## config.mk

```make
export PLATFORM = sky130hd
export DESIGN_NAME = memory_stage
export DESIGN_NICKNAME = d
export VERILOG_FILES = /design/src/rtl/memory_stage.sv
export SDC_FILE = /design/constraint.sdc
export NUM_CORES = 1
export LEC_CHECK = 0
export BUFFER_PORTS_ARGS = -buffer_cell sky130_fd_sc_hd__buf_2
export CAP_MARGIN = 20
export CORE_AREA = 5 5 217 219
export CTS_CLUSTER_DIAMETER = 60
export DETAILED_ROUTE_END_ITERATION = 7
export DIE_AREA = 0 0 222 224
export PLACE_DENSITY = 0.46
export SETUP_SLACK_MARGIN = 0.5
export SYNTH_ARGS = -nofsm -noshare
export SYNTH_HDL_FRONTEND = slang
export SYNTH_SLANG_ARGS = --single-unit
```

## constraint.sdc

```tcl
create_clock -name clk -period 25.6 [get_ports clk]
set_input_delay 2.56 -clock clk [delete_from_list [all_inputs] [get_ports clk]]
set_output_delay 2.56 -clock clk [all_outputs]
set_load 0.01 [all_outputs]
```

## src/rtl/memory_stage.sv

```systemverilog
// Memory stage of a five-stage RISC-V pipeline: holds one instruction, drives a
// req/ack data-memory port for loads and stores, and formats store and load data.
module memory_stage (
  input  logic        clk,
  input  logic        rst,
  input  logic        e_to_m_valid,
  output logic        m_allow_in,
  input  logic        w_allow_in,
  output logic        m_to_w_valid,
  output logic        m_valid,
  input  logic [31:0] e_valE,
  input  logic [6:0]  E_opcode,
  input  logic [9:0]  E_funct,
  input  logic [31:0] E_val2,
  input  logic [4:0]  E_rd,
  input  logic [31:0] E_default_pc,
  input  logic [31:0] E_cur_pc,
  input  logic [31:0] E_instr,
  input  logic [31:0] E_pred_pc,
  input  logic        E_commit,
  output logic [31:0] M_valE,
  output logic [6:0]  M_opcode,
  output logic [9:0]  M_funct,
  output logic [31:0] M_val2,
  output logic [4:0]  M_rd,
  output logic [31:0] M_default_pc,
  output logic [31:0] M_cur_pc,
  output logic [31:0] M_instr,
  output logic [31:0] M_pred_pc,
  output logic        M_commit,
  output logic [31:0] m_valM,
  output logic        m_misalign,
  output logic        dmem_req,
  output logic        dmem_we,
  output logic [31:0] dmem_addr,
  output logic [31:0] dmem_wdata,
  output logic [3:0]  dmem_wstrb,
  input  logic [31:0] dmem_rdata,
  input  logic        dmem_ack
);

  localparam logic [6:0] OP_LOAD  = 7'b0000011;
  localparam logic [6:0] OP_STORE = 7'b0100011;

  typedef enum logic [1:0] {IDLE, WAIT, HOLD} state_t;

  state_t      state, state_nxt;
  logic        is_load, is_store, is_mem, acc, m_ready_go;
  logic [2:0]  funct3;
  logic [1:0]  byte_off;
  logic [31:0] rdata_q;
  logic [7:0]  sel_byte;
  logic [15:0] sel_half;

  assign funct3   = M_funct[2:0];
  assign byte_off = M_valE[1:0];
  assign is_load  = (M_opcode == OP_LOAD);
  assign is_store = (M_opcode == OP_STORE);
  assign is_mem   = is_load | is_store;

  assign m_misalign = m_valid & is_mem &
                      (((funct3[1:0] == 2'b01) & byte_off[0]) |
                       ((funct3[1:0] == 2'b10) & (byte_off != 2'b00)));

  assign acc          = m_valid & is_mem & ~m_misalign;
  assign dmem_req     = acc & ((state == IDLE) | (state == WAIT));
  assign m_ready_go   = ~acc | (state == HOLD);
  assign m_allow_in   = ~m_valid | (m_ready_go & w_allow_in);
  assign m_to_w_valid = m_valid & m_ready_go;

  // Request fields come only from M_* registers, which are frozen while the request waits.
  assign dmem_addr = {M_valE[31:2], 2'b00};
  assign dmem_we   = is_store;

  always_comb begin
    // NOTE: every combinational output gets a default first so no path can infer a latch.
    dmem_wdata = M_val2;
    dmem_wstrb = 4'b1111;
    case (funct3)
      3'b000: begin
        dmem_wdata = {4{M_val2[7:0]}};
        dmem_wstrb = 4'b0001 << byte_off;
      end
      3'b001: begin
        dmem_wdata = {2{M_val2[15:0]}};
        dmem_wstrb = byte_off[1] ? 4'b1100 : 4'b0011;
      end
      default: ;
    endcase
  end

  always_comb begin
    sel_half = byte_off[1] ? rdata_q[31:16] : rdata_q[15:0];
    case (byte_off)
      2'd0:    sel_byte = rdata_q[7:0];
      2'd1:    sel_byte = rdata_q[15:8];
      2'd2:    sel_byte = rdata_q[23:16];
      default: sel_byte = rdata_q[31:24];
    endcase
    m_valM = '0;
    if (is_load & ~m_misalign) begin
      case (funct3)
        3'b000:  m_valM = {{24{sel_byte[7]}}, sel_byte};
        3'b001:  m_valM = {{16{sel_half[15]}}, sel_half};
        3'b100:  m_valM = {24'd0, sel_byte};
        3'b101:  m_valM = {16'd0, sel_half};
        default: m_valM = rdata_q;
      endcase
    end
  end

  always_comb begin
    state_nxt = state;
    case (state)
      IDLE:    if (dmem_req) state_nxt = dmem_ack ? HOLD : WAIT;
      WAIT:    if (dmem_ack) state_nxt = HOLD;
      HOLD:    if (w_allow_in) state_nxt = IDLE;
      default: state_nxt = IDLE;
    endcase
  end

  // NOTE: sequential state uses non-blocking assignments so all registers update together.
  always_ff @(posedge clk) begin
    if (rst) begin
      m_valid <= 1'b0;
      state   <= IDLE;
      rdata_q <= '0;
    end else begin
      if (m_allow_in) m_valid <= e_to_m_valid;
      state <= state_nxt;
      if (dmem_req & dmem_ack) rdata_q <= dmem_rdata;
    end
  end

  // NOTE: pipeline payload is qualified by m_valid, so it carries no reset.
  always_ff @(posedge clk) begin
    if (m_allow_in & e_to_m_valid) begin
      M_valE       <= e_valE;
      M_opcode     <= E_opcode;
      M_funct      <= E_funct;
      M_val2       <= E_val2;
      M_rd         <= E_rd;
      M_default_pc <= E_default_pc;
      M_cur_pc     <= E_cur_pc;
      M_instr      <= E_instr;
      M_pred_pc    <= E_pred_pc;
      M_commit     <= E_commit;
    end
  end

endmodule

```

; ---- Yosys cells after proc, flatten, opt, wreduce, memory -nomap -nowiden
; Cells that the tools add are included.
[classes]
add_sub_neg = 0
mul = 0
n_div = 0
order_cmp = 0
n_eq_ne = 14
n_shift = 1
n_mux = 12
bitwise = 19
n_reduce_logical = 5
[ops]
columns = operator, count
row1 = case mux 32 bit (4 select lines), 1
row2 = case mux 32 bit (2 select lines), 1
row3 = 2-to-1 mux 32 bit, 1
row4 = case mux 8 bit (3 select lines), 1
row5 = 2-to-1 mux 16 bit, 1
row6 = bitwise AND 1 bit, 11
row7 = 2-to-1 mux 2 bit, 4
row8 = case mux 4 bit (2 select lines), 1
row9 = "== test 7 x 2 -> 1 bit, second input constant", 1
row10 = "== test 7 x 6 -> 1 bit, second input constant", 1
row11 = "== test 2 x 1 -> 1 bit, second input constant", 3
row12 = "== test 2 bit, second input constant", 3
row13 = "== test 3 bit, second input constant", 2
row14 = "inequality test 2 bit, second input constant", 3
row15 = case mux 2 bit (3 select lines), 1
row16 = OR 1 bit, 5
row17 = zero test 2 bit, 2
row18 = 2-to-1 mux 4 bit, 1
row19 = "left shift 1 x 2 -> 4 bit, first input constant", 1
row20 = "== test 3 x 1 -> 1 bit, second input constant", 1
row21 = zero test 3 bit, 1
row22 = inverter 1 bit, 3
row23 = AND reduction 3 bit, 1
row24 = nonzero test 2 bit, 1
[word_totals]
ff_bits = 250
latchBits = 0
ram_bits = 0
mem_bits_ro = 0
inputBits = 252
output_inout_bits = 321
word_cells = 64
n_memories = 0

; ---- Longest topological paths before layout
[logic_depth]
word_depth = 11
mapped_depth = 6
depth_no_buf = 4

; ---- Worst setup path after synthesis
; OpenSTA, ideal clock, no wires.
[synth_path]
path_kind = input -> register
start = input port w_allow_in
end = register M_commit (enable)
setup_ps = 1122
arrival_time_ps = 18290
required_time_ps = 24478
path_slack_ps = 6189
path_stages = 3
n_path_buf = 0
cell_sequence = inv_1 > a31o_2 > a21boi_0
[synth_via]
elab_chain_cells = 3
[synth_lines]
columns = element, line
row1 = start: declaration, 8  ; input logic w_allow_in,
row2 = bitwise AND 1 bit, 68  ; assign m_allow_in = ~m_valid | (m_ready_go & w_allow_in);
row3 = OR 1 bit, 68
row4 = bitwise AND 1 bit, 137  ; if (m_allow_in & e_to_m_valid) begin
row5 = end signal: assignment, 147  ; M_commit <= E_commit;
row6 = end: declaration, 30  ; output logic M_commit,
; No other way between the ends.
; A chain may end at the register's enable or synchronous reset.

; ---- Final worst setup path
[layout_path]
start = input port w_allow_in
end = output port m_allow_in
[layout_via]
elab_chain_cells = 2
[layout_lines]
columns = element, line
row1 = bitwise AND 1 bit, 68
row2 = OR 1 bit, 68
row3 = end: declaration, 7  ; output logic m_allow_in,
; No other way between the ends.

==> impl_metrics.toml <==
[logic_synthesis]
synth_area_leaders = "edfxtp_1 (67%), dfxtp_1 (7.3%), mux2i_1 (4.6%)"
syn_area_um2 = 9594
ys_warn_count = 0
synth_cells = 611
async_flop_share_pct = 0
synth_edf_count = 215
synth_top_area_cell = "edfxtp_1"
avgSynthCellArea_um2 = 15.70
yosysUniqueCellTypes = 42
synth_ff_type = "edfxtp_1"
yosysSeqAreaShare_pct = 74.60
synth_seq_cells = 250
synth_top_area_share_pct = 67.29

[pwr]
p_leak_nw = 5.834
irDropWorstVdd_mv = 0.05501
pwr-share-clk_pct = 45.0
seqPwrFrac_pct = 45.9
power_density_nw_per_um2 = 74.76
p_int_mw = 0.7896
finalPower_mw = 1.043
power_frac_comb_pct = 9.2
p_switching_mw = 0.2532
switching_share_pct = 24.28

[drt]
routed_wl_um = 37760
drc = 0
vias = 7082
viasPerCell = 3.956
postRouteAntennaNets = 0
first_pass_iters = 5
drtIter0Drc = 491
route.detailed.wl_per_inst_um = 21.10

[clock_network]
cts.sinks = 250
cts.clk_slew.worst_paths_ns = 0.04
h-tree-depth = 2
postCtsSetupBuffers = 0
cts_root_buf = "clkbuf_16"
clk_path_buf_depth = 3
cts_resized = 0
cts_hold_buf = 0
clk_latency_ns = 0.53
cts_tree = "done"
cts_buffers = 36

[place]
gp_congestion = 0.8453
place_area_um2 = 12810
numPlacedInstances = 1722
io_buffer_count = 570
pre_cts_ws_ns = 19.91
dp_hpwl_um = 30260

[job]
drv_cap = 0

[floorplanning]
rows = 78
chipHeight_um = 224
initial_core_util_pct = 21.37
core_um2 = 44890
ioPinCount = 573
die-area_um2 = 49730
die_w_um = 222

[sta]
fin_skew_ns = 0.02314
period_share_pct = 22.24
fin_ws_ns = 19.91
tightestPinTransition_ns = 1.032
period_needed_ns = 5.694
slew_headroom_pct = 31.22
final_hold_viol_count = 0
timing.hold.ws_ns = 0.4705
slew_violations = 0
rsz0062_at_grt = "no"
tns_ns = 0
finalSetupViolations = 0
maxClockFrequency_mhz = 175.6

[worst_setup_path]
cp_max_fo = 2
worstReg2RegStart = "M_valE[1]$_DFFE_PP_"
worstSetupPathType = "in2out"
worstPathArrival_ns = 3.13
cp-startpoint = "w_allow_in"
critPathLaunchType = "primary input"
crit_path_end_kind = "output pin"
critPathRequiredTime_ns = 23.04

[global_route]
grt_pass1_wl_um = 52610
grt_pass1_vias = 7497
grt_antenna_before_repair = 20
grt_usage_pct = 14.36
grt_max_degree = 80
overflow = 0

[finish]
final_cells = 1790
final_nets = 1412
area_delta_synth_final_pct = 45.40
fin_util_pct = 31.07
finish.instance_area_um2 = 13950
layout-drive-gt1-share_pct = 56.03

[worst_hold_path]
hold_path.class = "reg2reg"
holdCritStartpoint = "rdata_q[12]$_SDFFE_PP0P_"

[run_status]
outcome = "finished, final reports clean"
-- Yosys cell counts, drive strengths merged (2+ instances only) --
library cell    n
edfxtp        215
nand2b         69
buf            60
mux2i          44
dfxtp          35
nor2           33
nor3           23
mux2           21
nand2          20
a21oi          18
inv            15
clkbuf          9
a221oi          8
o21ai           8
nand3           6
a21o            5
or3             3
a211oi          2
a31oi           2
-- power by group through the flow --
stage	sequential, mW	clock (mW)	combinational, mW
after floorplan	0.509	0	0.0315
after global placement	0.486	0	0.0981
after detailed placement	0.487	0	0.0980
after CTS	0.479	0.486	0.0982
after global routing	0.481	0.507	0.103
final	0.478	0.469	0.0955
-- layout make-up --
| class | instances | area, µm² |
|---|---|---|
| diodes | 5 | 12.51 |
| repair buffers | 579 | 2924 |
| inverters | 15 | 56.30 |
| well taps | 600 | 750.7 |
| fillers | 4680 | 30940 |
| flip-flops and latches | 250 | 7157 |
| multi-input cells | 278 | 1927 |
| clock buffers | 42 | 923.4 |
| clock inverters | 21 | 198.9 |
-- per-layer routing --
metal,part of all wire [%],GRT usage [%]
met5,0.37,0
met4,3.4,5.170
met3,9.9,6.906
met2,51,25.23
met1,35,15.05
-- sequential cells by signal (all words and copies together), names as in the netlist --
register / flops
state: 2
M_funct: 10
M_rd: 5
m_valid: 1
rdata_q: 32
M_val2: 32
M_instr: 32
M_opcode: 7
M_commit: 1
M_valE: 32
M_cur_pc: 32
M_pred_pc: 32
M_default_pc: 32
-- cells in the final DEF (no fill, tap or decap), types with 3 or more instances in the layout --
cell,n
buf_2,570
edfxtp_1,215
nand2b_1,69
mux2i_1,44
clkbuf_16,36
dfxtp_1,35
nor2_1,32
mux2_2,21
nor3_1,21
nand2_1,20
a21oi_1,16
inv_1,15
a221oi_1,8
buf_4,8
o21ai_0,7
clkinv_1,6
clkbuf_1,6
diode_2,5
nand3_1,5
a21o_1,5
clkinv_2,4
or3_1,3
inv_6,3
clkinvlp_4,3
-- kinds of logic (layout without fill, tap and decap cells) --
group / count (synthesis) / count (layout) / share of synthesized area, %
multiplexers: 66 / 66 / 7.290
flip-flops: 250 / 250 / 74.60
buffers and inverters: 84 / 657 / 5.555
AND/OR/NAND/NOR: 160 / 160 / 9.025
other: 1 / 7 / 0.03909
AO/OA/AOI/OAI: 50 / 50 / 3.495
-- worst max-delay path: stages --
cell and delay [ns]:
buf_2 0.09, inv_1 0.04, a31o_2 0.24, nand2_1 0.07
buf_2 0.13
-- final timing paths --
check | end | slack [ns] | cells after the start
hold reg to reg | rdata_q[12]$_SDFFE_PP0P_ | 0.47 | 2
setup / recovery | m_allow_in | 19.91 | 5
setup reg to reg | M_rd[0]$_DFFE_PP_ | 21.57 | 6
hold / removal | rdata_q[12]$_SDFFE_PP0P_ | 0.47 | 2
(Power assumes the default switching activity.)
